## config.mk

```make
export PLATFORM = sky130hd
export DESIGN_NAME = ws_column_sequencer
export DESIGN_NICKNAME = d
export VERILOG_FILES = /design/src/rtl/ws_column_sequencer_pkg.sv /design/src/rtl/ws_column_sequencer_skew_line.sv /design/src/rtl/ws_column_sequencer.sv
export SDC_FILE = /design/constraint.sdc
export NUM_CORES = 1
export LEC_CHECK = 0
export CAP_MARGIN = 20
export CELL_PAD_IN_SITES_DETAIL_PLACEMENT = 1
export CELL_PAD_IN_SITES_GLOBAL_PLACEMENT = 1
export CORE_MARGIN = 5
export CORE_UTILIZATION = 35
export CTS_BUF_LIST = sky130_fd_sc_hd__clkbuf_8
export DETAILED_ROUTE_END_ITERATION = 12
export PLACE_DENSITY = 0.75
export SETUP_SLACK_MARGIN = 0.2
export SLEW_MARGIN = 15
export SYNTH_ARGS = -nofsm -noshare
export SYNTH_HDL_FRONTEND = slang
export SYNTH_SLANG_ARGS = --single-unit
```

## constraint.sdc

```tcl
create_clock -name clk -period 1.93 [get_ports clk]
set_clock_uncertainty 0.15 [all_clocks]
set_input_delay 0.386 -clock clk [delete_from_list [all_inputs] [get_ports clk]]
set_output_delay 0.386 -clock clk [all_outputs]
set_load 0.01 [all_outputs]
```

## src/rtl/ws_column_sequencer_pkg.sv

```systemverilog
// ws_pkg: shared types and helpers for the weight-stationary column sequencer.
//   WS_DATA_W  - default word width for filter, ifmap and psum words
//   ws_state_e - sequencer FSM states
//   lane_lsb   - bit offset of lane k in a packed vector of w-bit words
package ws_pkg;

    localparam int WS_DATA_W = 16;

    typedef enum logic [1:0] {IDLE, LOAD_F, RUN, DRAIN} ws_state_e;

    function automatic int lane_lsb(input int k, input int w);
        return k * w;
    endfunction

endpackage

```

## src/rtl/ws_column_sequencer_skew_line.sv

```systemverilog
// ws_skew_line: per-lane skew delay of DEPTH registers followed by the PE-facing output register.
//   clk  - clock
//   rst  - synchronous active-low reset, clears every stage
//   din  - lane word entering the line
//   dout - lane word after DEPTH+1 clocks (registered)
module ws_skew_line #(
    parameter int DATA_W = 16,
    parameter int DEPTH  = 1
) (
    input  logic              clk,
    input  logic              rst,
    input  logic [DATA_W-1:0] din,
    output logic [DATA_W-1:0] dout
);

    // sr[DEPTH] is the output register; sr[0..DEPTH-1] are the skew stages
    logic [DATA_W-1:0] sr [0:DEPTH];

    always_ff @(posedge clk) begin
        if (!rst) begin
            for (int i = 0; i <= DEPTH; i++) sr[i] <= '0;
        end else begin
            sr[0] <= din;
            for (int i = 1; i <= DEPTH; i++) sr[i] <= sr[i-1];
        end
    end

    assign dout = sr[DEPTH];

endmodule

```

## src/rtl/ws_column_sequencer.sv

```systemverilog
// ws_column_sequencer: drives one weight-stationary PE column (filter load, skewed ifmap stream, psum collect).
//   clk, rst              - clock, synchronous active-low reset
//   filt_valid/ready/data - filter vector stream, weight for PE k in lane k
//   ifm_valid/ready/data  - ifmap vector stream, ifm_last closes a pass
//   psum_valid/data       - one column result per accepted ifmap vector, no backpressure
//   complete              - one-cycle pulse once a pass has fully drained
//   pe_filt, pe_load_f    - filter shift chain into PE0
//   pe_load_i, pe_start   - broadcast compute enables
//   pe_ifmap              - skewed ifmap lanes, lane k to PE k
//   pe_psum0              - psum input of PE0, tied to zero
//   pe_psum_last          - psum output of the last PE
module ws_column_sequencer
    import ws_pkg::*;
#(
    parameter int DATA_W = WS_DATA_W,
    parameter int NUM_PE = 4
) (
    input  logic                     clk,
    input  logic                     rst,
    input  logic                     filt_valid,
    output logic                     filt_ready,
    input  logic [NUM_PE*DATA_W-1:0] filt_data,
    input  logic                     ifm_valid,
    output logic                     ifm_ready,
    input  logic [NUM_PE*DATA_W-1:0] ifm_data,
    input  logic                     ifm_last,
    output logic                     psum_valid,
    output logic [DATA_W-1:0]        psum_data,
    output logic                     complete,
    output logic [DATA_W-1:0]        pe_filt,
    output logic                     pe_load_f,
    output logic                     pe_load_i,
    output logic                     pe_start,
    output logic [NUM_PE*DATA_W-1:0] pe_ifmap,
    output logic [DATA_W-1:0]        pe_psum0,
    input  logic [DATA_W-1:0]        pe_psum_last
);

    localparam int VW = NUM_PE * DATA_W;
    localparam int CW = $clog2(NUM_PE);

    ws_state_e         state;
    logic [VW-1:0]     filt_buf;
    logic [CW-1:0]     cnt;
    logic              filt_loaded;
    logic [VW-1:0]     in_vec;
    logic              in_vld;
    logic [NUM_PE:0]   tag;
    logic              filt_fire;
    logic              ifm_fire;
    logic              drain_empty;

    assign filt_fire   = filt_valid & filt_ready;
    // a filter handshake in the same cycle takes priority, so the ifmap is not consumed
    assign ifm_fire    = ifm_valid & ifm_ready & ~filt_fire;
    assign drain_empty = ~in_vld & ~|tag;
    assign pe_psum0    = '0;

    always_ff @(posedge clk) begin
        if (!rst) begin
            state       <= IDLE;
            filt_buf    <= '0;
            cnt         <= '0;
            filt_loaded <= 1'b0;
            filt_ready  <= 1'b0;
            ifm_ready   <= 1'b0;
            complete    <= 1'b0;
            pe_filt     <= '0;
            pe_load_f   <= 1'b0;
            pe_load_i   <= 1'b0;
            pe_start    <= 1'b0;
        end else begin
            complete <= 1'b0;
            case (state)
                IDLE: begin
                    filt_ready <= 1'b1;
                    ifm_ready  <= filt_loaded;
                    if (filt_fire) begin
                        // the deepest PE's weight goes first so the chain settles in lane order
                        state      <= LOAD_F;
                        filt_ready <= 1'b0;
                        ifm_ready  <= 1'b0;
                        pe_load_f  <= 1'b1;
                        pe_filt    <= filt_data[lane_lsb(NUM_PE-1, DATA_W) +: DATA_W];
                        filt_buf   <= filt_data << DATA_W;
                        cnt        <= CW'(NUM_PE-1);
                    end else if (ifm_fire) begin
                        state      <= ifm_last ? DRAIN : RUN;
                        filt_ready <= 1'b0;
                        ifm_ready  <= ~ifm_last;
                        pe_load_i  <= 1'b1;
                        pe_start   <= 1'b1;
                    end
                end
                LOAD_F: begin
                    if (cnt == '0) begin
                        state       <= IDLE;
                        pe_load_f   <= 1'b0;
                        pe_filt     <= '0;
                        filt_loaded <= 1'b1;
                        filt_ready  <= 1'b1;
                        ifm_ready   <= 1'b1;
                    end else begin
                        cnt      <= cnt - 1'b1;
                        pe_filt  <= filt_buf[VW-1 -: DATA_W];
                        filt_buf <= filt_buf << DATA_W;
                    end
                end
                RUN: begin
                    if (ifm_fire && ifm_last) begin
                        state     <= DRAIN;
                        ifm_ready <= 1'b0;
                    end
                end
                DRAIN: begin
                    // load_i/start stay high until the last real slot has left the column
                    if (drain_empty) begin
                        state      <= IDLE;
                        complete   <= 1'b1;
                        pe_load_i  <= 1'b0;
                        pe_start   <= 1'b0;
                        filt_ready <= 1'b1;
                        ifm_ready  <= filt_loaded;
                    end
                end
                default: state <= IDLE;
            endcase
        end
    end

    // bubbles are zero vectors so the PEs keep accumulating without being cleared
    always_ff @(posedge clk) begin
        if (!rst) begin
            in_vec     <= '0;
            in_vld     <= 1'b0;
            tag        <= '0;
            psum_valid <= 1'b0;
            psum_data  <= '0;
        end else begin
            in_vec     <= ifm_fire ? ifm_data : '0;
            in_vld     <= ifm_fire;
            tag        <= {tag[NUM_PE-1:0], in_vld};
            psum_valid <= tag[NUM_PE];
            psum_data  <= tag[NUM_PE] ? pe_psum_last : '0;
        end
    end

    for (genvar k = 0; k < NUM_PE; k++) begin : g_lane
        ws_skew_line #(
            .DATA_W(DATA_W),
            .DEPTH (k)
        ) u_skew (
            .clk (clk),
            .rst (rst),
            .din (in_vec[lane_lsb(k, DATA_W) +: DATA_W]),
            .dout(pe_ifmap[lane_lsb(k, DATA_W) +: DATA_W])
        );
    end

endmodule

```

==> impl_metrics.tcl, run 1 <==
set metrics [dict create \
    grt_pass1_vias 7680 \
    fin_cells 1649 \
    htree_levels 2 \
    whs_ps 219 \
    drt.antenna.violating_nets 0 \
    area_growth_syn_to_layout_pct 40.2 \
    power.density_nw_per_um2 1040 \
    total_power_w 0.0151 \
    nets 1372 \
    grt_max_degree 188 \
    cts_tree "built" \
    synth_cell_type_count 36 \
    drive_gt1_share_pct 21.6 \
    grt_use_total_pct 15.3 \
    max_freq_mhz 505 \
    placed_cells 1529 \
    yosysTopAreaCell "dfxtp_1" \
    fill_cells 3170 \
    synthTopCellsByArea "dfxtp_1 62%, and2_1 14%, a311oi_2 4.8%" \
    start_util_pct 35.2 \
    antenna_found_initial 5 \
    clockBufferDepth 3 \
    period_needed_ps 1980 \
    status "finished, violations left" \
    relSlewSlack_pct 56.1 \
    layout.cells.most_common "dfxtp_1" \
    power.leakage_nw 6.07 \
    crit_type "reg -> reg" \
    synth-seq-cells 321 \
    ys_seq_area_share_pct 62.1 \
    post-dp-hpwl_um 17200 \
    synthMuxAreaShare_pct 0 \
    setup_slack_ps -51.8 \
    final_area_um2 14500 \
    yosys.area.top_type_share_pct 62.1 \
    synth-xor-area-share_pct 0 \
    tightest_slew_ps 657 \
    maxCapViolations 0 \
    synth_cells 956 \
    drc 0 \
    rsz0062_at_grt "true" \
    drtIter0Drc 319 \
    avgRoutedWirePerCell_um 16.2 \
    synth_compound_area_share_pct 9.21 \
    num_vias 7296 \
    grt_overflow 0 \
    critPathLaunchType "flip-flop" \
    cp.required_ps 2230 \
    placed_area_um2 13100 \
    grt_pass1_wl_um 41000 \
    worstSetupEndpointType "flip-flop" \
    numCtsBuffers 52 \
    min_path_type "in -> reg" \
    routed_wl_um 26700 \
    arrival_ps 2280 \
    yosys_warnings 0 \
    fin_crit_sh_pct 103 \
    cts_root_buf "clkbuf_8" \
    clkLatencyLatePin_ps 570 \
    hold_viol 0 \
    place_congestion 0.829 \
    maxSlewViolCount 0 \
    die_area_um2 33100 \
    die_h_um 182 \
    avgSynthCellArea_um2 10.8 \
    fp.dieW_um 182 \
    io-pin-count 268 \
    yosys.area_share.adder_pct 0.121 \
    core_um2 29400 \
    clkSinkCount 321 \
    rows 63 \
    ir_worst_vdd_v 0.000376 \
    crit_path_max_fanout 5 \
    violations "negative setup slack" \
    setup_viol 3 \
    dr.pass1.iters 4 \
    synthSimpleGateAreaFrac_pct 21.8 \
    numPortBuffers 251 \
    syn_area_um2 10300 \
    synth_top_family_by_area "simple AND/OR/NAND/NOR gates" \
    clk_pin_slew_ps 60 \
    final_cell_mix "312 x dfxtp_1, 230 x and2_1, 147 x clkdlybuf4s50_1" \
    avgViaCountPerCell 4.42 \
]
power by group:
part           internal [W]  switching, W
clock               0.00284       0.00256
combinational       0.00132       0.00117
sequential          0.00696      0.000252
total                0.0111       0.00397
sequential cells by signal, indices dropped and copies added, names as in the netlist:
register          flops
g_lane.u_skew.sr    160
in_vec               64
filt_buf             48
pe_filt              16
psum_data            16
tag                   5
cnt                   2
state                 2
complete              1
filt_loaded           1
filt_ready            1
ifm_ready             1
in_vld                1
pe_load_f             1
pe_start              1
psum_valid            1
final cells by class:
class / instances / area [µm²] / share of cell area [%]
Inverter: 6 / 22.5 / 0.155
Multi-Input combinational cell: 532 / 3530 / 24.4
Antenna cell: 3 / 7.51 / 0.0518
Clock buffer: 60 / 826 / 5.70
Clock inverter: 28 / 145 / 1.00
Timing Repair Buffer: 309 / 3030 / 20.9
Sequential cell: 321 / 6440 / 44.5
Tap cell: 390 / 488 / 3.37
worst paths after layout:
check             slack, ps                  startpoint                          to  cells past startpoint
hold reg to reg         270  g_lane[2].u_skew.sr[0][22]  g_lane[2].u_skew.sr[0][38]                      1
setup / recovery        -50                      cnt[1]                filt_buf[56]                      9
hold / removal          220                         rst                    complete                      4
setup reg to reg        -50                      cnt[1]                filt_buf[56]                      9
synth_stat cells:
library cell,number
nor4bb_1,2
clkbuf_1,41
o211a_1,2
nor4_1,1
buf_4,52
a21oi_1,17
a41oi_1,2
a211o_1,1
a311oi_2,33
a32oi_1,1
inv_2,1
nand3_1,2
ha_1,1
a2bb2oi_1,1
nand2_1,72
nor3b_2,1
and2_1,230
nor2_1,74
buf_6,5
nor3b_1,1
conb_1,1
or2_1,1
a221oi_1,2
buf_1,1
inv_1,5
o21ai_0,3
nor2b_1,16
nand2b_1,1
a22oi_1,16
a211oi_1,16
a31oi_1,1
dfxtp_1,321
buf_2,13
o311ai_1,2
o221a_1,1
and3_1,16
layer usage:
metal | up-vias | share of wire, % | global-route usage, %
li1 | 3560 | - | -
met1 | 3454 | 40 | 18.3
met3 | 55 | 6.0 | 4.33
met5 | - | 0.094 | 0
met4 | 4 | 2.9 | 6.24
met2 | 223 | 51 | 26.0
through the flow:
stage / TNS [ps] / setup slack [ps] / utilization (%)
6_report: -76.1 / -51.8 / 49.3
5_1_grt: -612 / -64.1 / 49.3
4_1_cts: 0 / 80.4 / 49.3
3_5_place_dp: -21880 / -443 / 44.5
3_3_place_gp: -18110 / -318 / 44.5
2_1_floorplan: 0 / 205 / -
worst max-delay path: stages (launching register included):
cell and delay (ps):
dfxtp_2 340, inv_2 50, ha_4 170, nor3b_4 250
or2_4 200, buf_8 130, buf_6 110, buf_16 120
nor2_4 40, a311oi_2 290
repair_timing:
item | 4_1_cts | 5_1_grt
gates resized for setup | 250 | 120
endpoints found under the setup margin | 155 | 132
cloned | 7 | 0
hold buffers | 0 | 0
buffers inserted | 18 | 4
pin swaps | 40 | 14
kinds of logic (layout without fill, tap and decap cells):
kind of cell	after synthesis	after routing
simple gates	417	417
buf+inv	118	403
flops	321	321
other cells	1	19
fa+ha+maj	1	1
compound gates	98	98
(Power assumes the default switching activity.)
==> inputs of run 2 (changes only) <==
- CORE_UTILIZATION: 35 -> 33
- CTS_BUF_LIST: sky130_fd_sc_hd__clkbuf_8 -> unset
- PLACE_DENSITY: 0.75 -> unset
- PLACE_DENSITY_LB_ADDON: unset -> 0.2
==> impl_metrics.tcl, run 2 (synthesis results as in run 1) <==
set metrics [dict create \
    clk_pin_slew_ps 60 \
    diodes 0 \
    post-dp-hpwl_um 16800 \
    clockBufferDepth 3 \
    numCtsBuffers 37 \
    critPathLaunchType "flip-flop" \
    crit_top_cell "buf_6" \
    period_needed_ps 1800 \
    crit_chain "buf_6, nor4bb_4, or2_4, buf_6, clkbuf_16, nor2_2, a311oi_2" \
    crit_path_max_fanout 8 \
    die_h_um 187 \
    io-pin-count 268 \
    ir_worst_vdd_v 0.000500 \
    largest_register_ff_count 160 \
    slowest_delay_ps 330 \
    antenna_found_initial 2 \
    final_cell_mix "314 x dfxtp_1, 230 x and2_1, 147 x clkdlybuf4s50_1" \
    status "finished, final reports clean" \
    maxSlewViolCount 0 \
    clkLatencyLatePin_ps 510 \
    fin_crit_sh_pct 93.1 \
    arrival_ps 2060 \
    start_util_pct 33.6 \
    routed_wl_um 25600 \
    grt_pass1_vias 7368 \
    worst_path_max_delay_cell "dfxtp_2" \
    max_freq_mhz 557 \
    cp_top_family "simple AND/OR/NAND/NOR gates" \
    grt_max_degree 95 \
    total_power_w 0.0167 \
    relSlewSlack_pct 56.6 \
    hold_viol 0 \
    dr.pass1.iters 4 \
    reg_top3 "g_lane.u_skew.sr x160, in_vec x64, filt_buf x48" \
    htree_levels 2 \
    placed_cells 1539 \
    core_um2 30700 \
    fp.dieW_um 187 \
    largest_register "g_lane.u_skew.sr" \
    cts_root_buf "clkbuf_16" \
    avgViaCountPerCell 4.37 \
    power.leakage_nw 6.41 \
    drtIter0Drc 243 \
    avgRoutedWirePerCell_um 15.7 \
    cts_tree "built" \
    grt_use_total_pct 14.1 \
    min_path_type "in -> reg" \
    drc 0 \
    rows 64 \
    numPortBuffers 251 \
    drt.antenna.violating_nets 0 \
    area_growth_syn_to_layout_pct 44.1 \
    grt_pass1_wl_um 40200 \
    layout.cells.most_common "dfxtp_1" \
    tightest_slew_ps 649 \
    worstSetupEndpointType "flip-flop" \
    drive_gt1_share_pct 17.5 \
    cp.required_ps 2200 \
    setup_viol 0 \
    maxCapViolations 0 \
    place_congestion 0.749 \
    dpl_worst_slack_ps -613 \
    cp_num_buf_inv 3 \
    fin_cells 1630 \
    crit_type "reg -> reg" \
    num_vias 7122 \
    nets 1355 \
    grt_overflow 0 \
    die_area_um2 35000 \
    fin_util_pct 48.5 \
    power.density_nw_per_um2 1120 \
    rsz0062_at_grt "true" \
    clkSinkCount 321 \
    setup_slack_ps 134 \
]
[run 2: cell count changes in the layout (fill, tap and decap cells not counted), moves of 17 or more]
cell             previous run  this run
dlygate4sd2_1              10        95
clkbuf_8                   60        10
clkbuf_16                   0        42
clkdlybuf4s15_1            37         5
clkbuf_2                   31         2
inv_1                      20         3
[run 2: worst min-delay path: stages]
cell     delay, ps
buf_4          130
inv_2           80
nor3b_2         60
buf_4          150
[run 2: path summary, 6_finish.rpt]
| check | to | from | slack (ps) | cells past startpoint |
|---|---|---|---|---|
| worst max-delay path | filt_buf[53] | state[0] | 130 | 7 |
| worst min-delay path | in_vld | rst | 210 | 4 |
| worst max register to register | filt_buf[53] | state[0] | 130 | 7 |
| worst min register to register | g_lane[2].u_skew.sr[0][30] | g_lane[2].u_skew.sr[0][14] | 280 | 1 |
[run 2: cell type report]
cell class	instances	area, µm²
clock buffer	55	1140
clock inverter	13	150
fill	3321	15800
inverter	6	22.5
multi-input combinational	532	3540
sequential	321	6440
tap	396	495
timing repair buffer	307	3110
[run 2: metal layers]
metal / track usage, % / wire [µm]
met5: 0 / 27
met4: 3.70 / 417
met3: 4.44 / 1680
met2: 23.5 / 12200
met1: 17.7 / 11300
[run 2: per-stage QoR]
stage | hold WS [ps] | instance area (µm²) | setup TNS [ps]
after floorplan | 262 | 10400 | 0
after global placement | 263 | 13200 | -24140
after detailed placement | 270 | 13200 | -27530
after CTS | 197 | 14500 | 0
after global routing | 219 | 14900 | 0
final | 214 | 14900 | 0
[run 2: timing repair]
| item | 4_1_cts | 5_1_grt |
|---|---|---|
| hold buffers | 0 | 0 |
| pin swaps | 4 | 40 |
| endpoints found under the setup margin | 171 | 69 |
| gates resized for setup | 123 | 72 |
| setup buffers | 9 | 7 |
| gates cloned | 4 | 3 |
[run 2: power breakdown]
group / internal (W) / switching, W / total, W
clock network: 0.00449 / 0.00266 / 0.00715
logic: 0.00123 / 0.00109 / 0.00233
registers: 0.00696 / 0.000224 / 0.00718
total: 0.0127 / 0.00398 / 0.0167
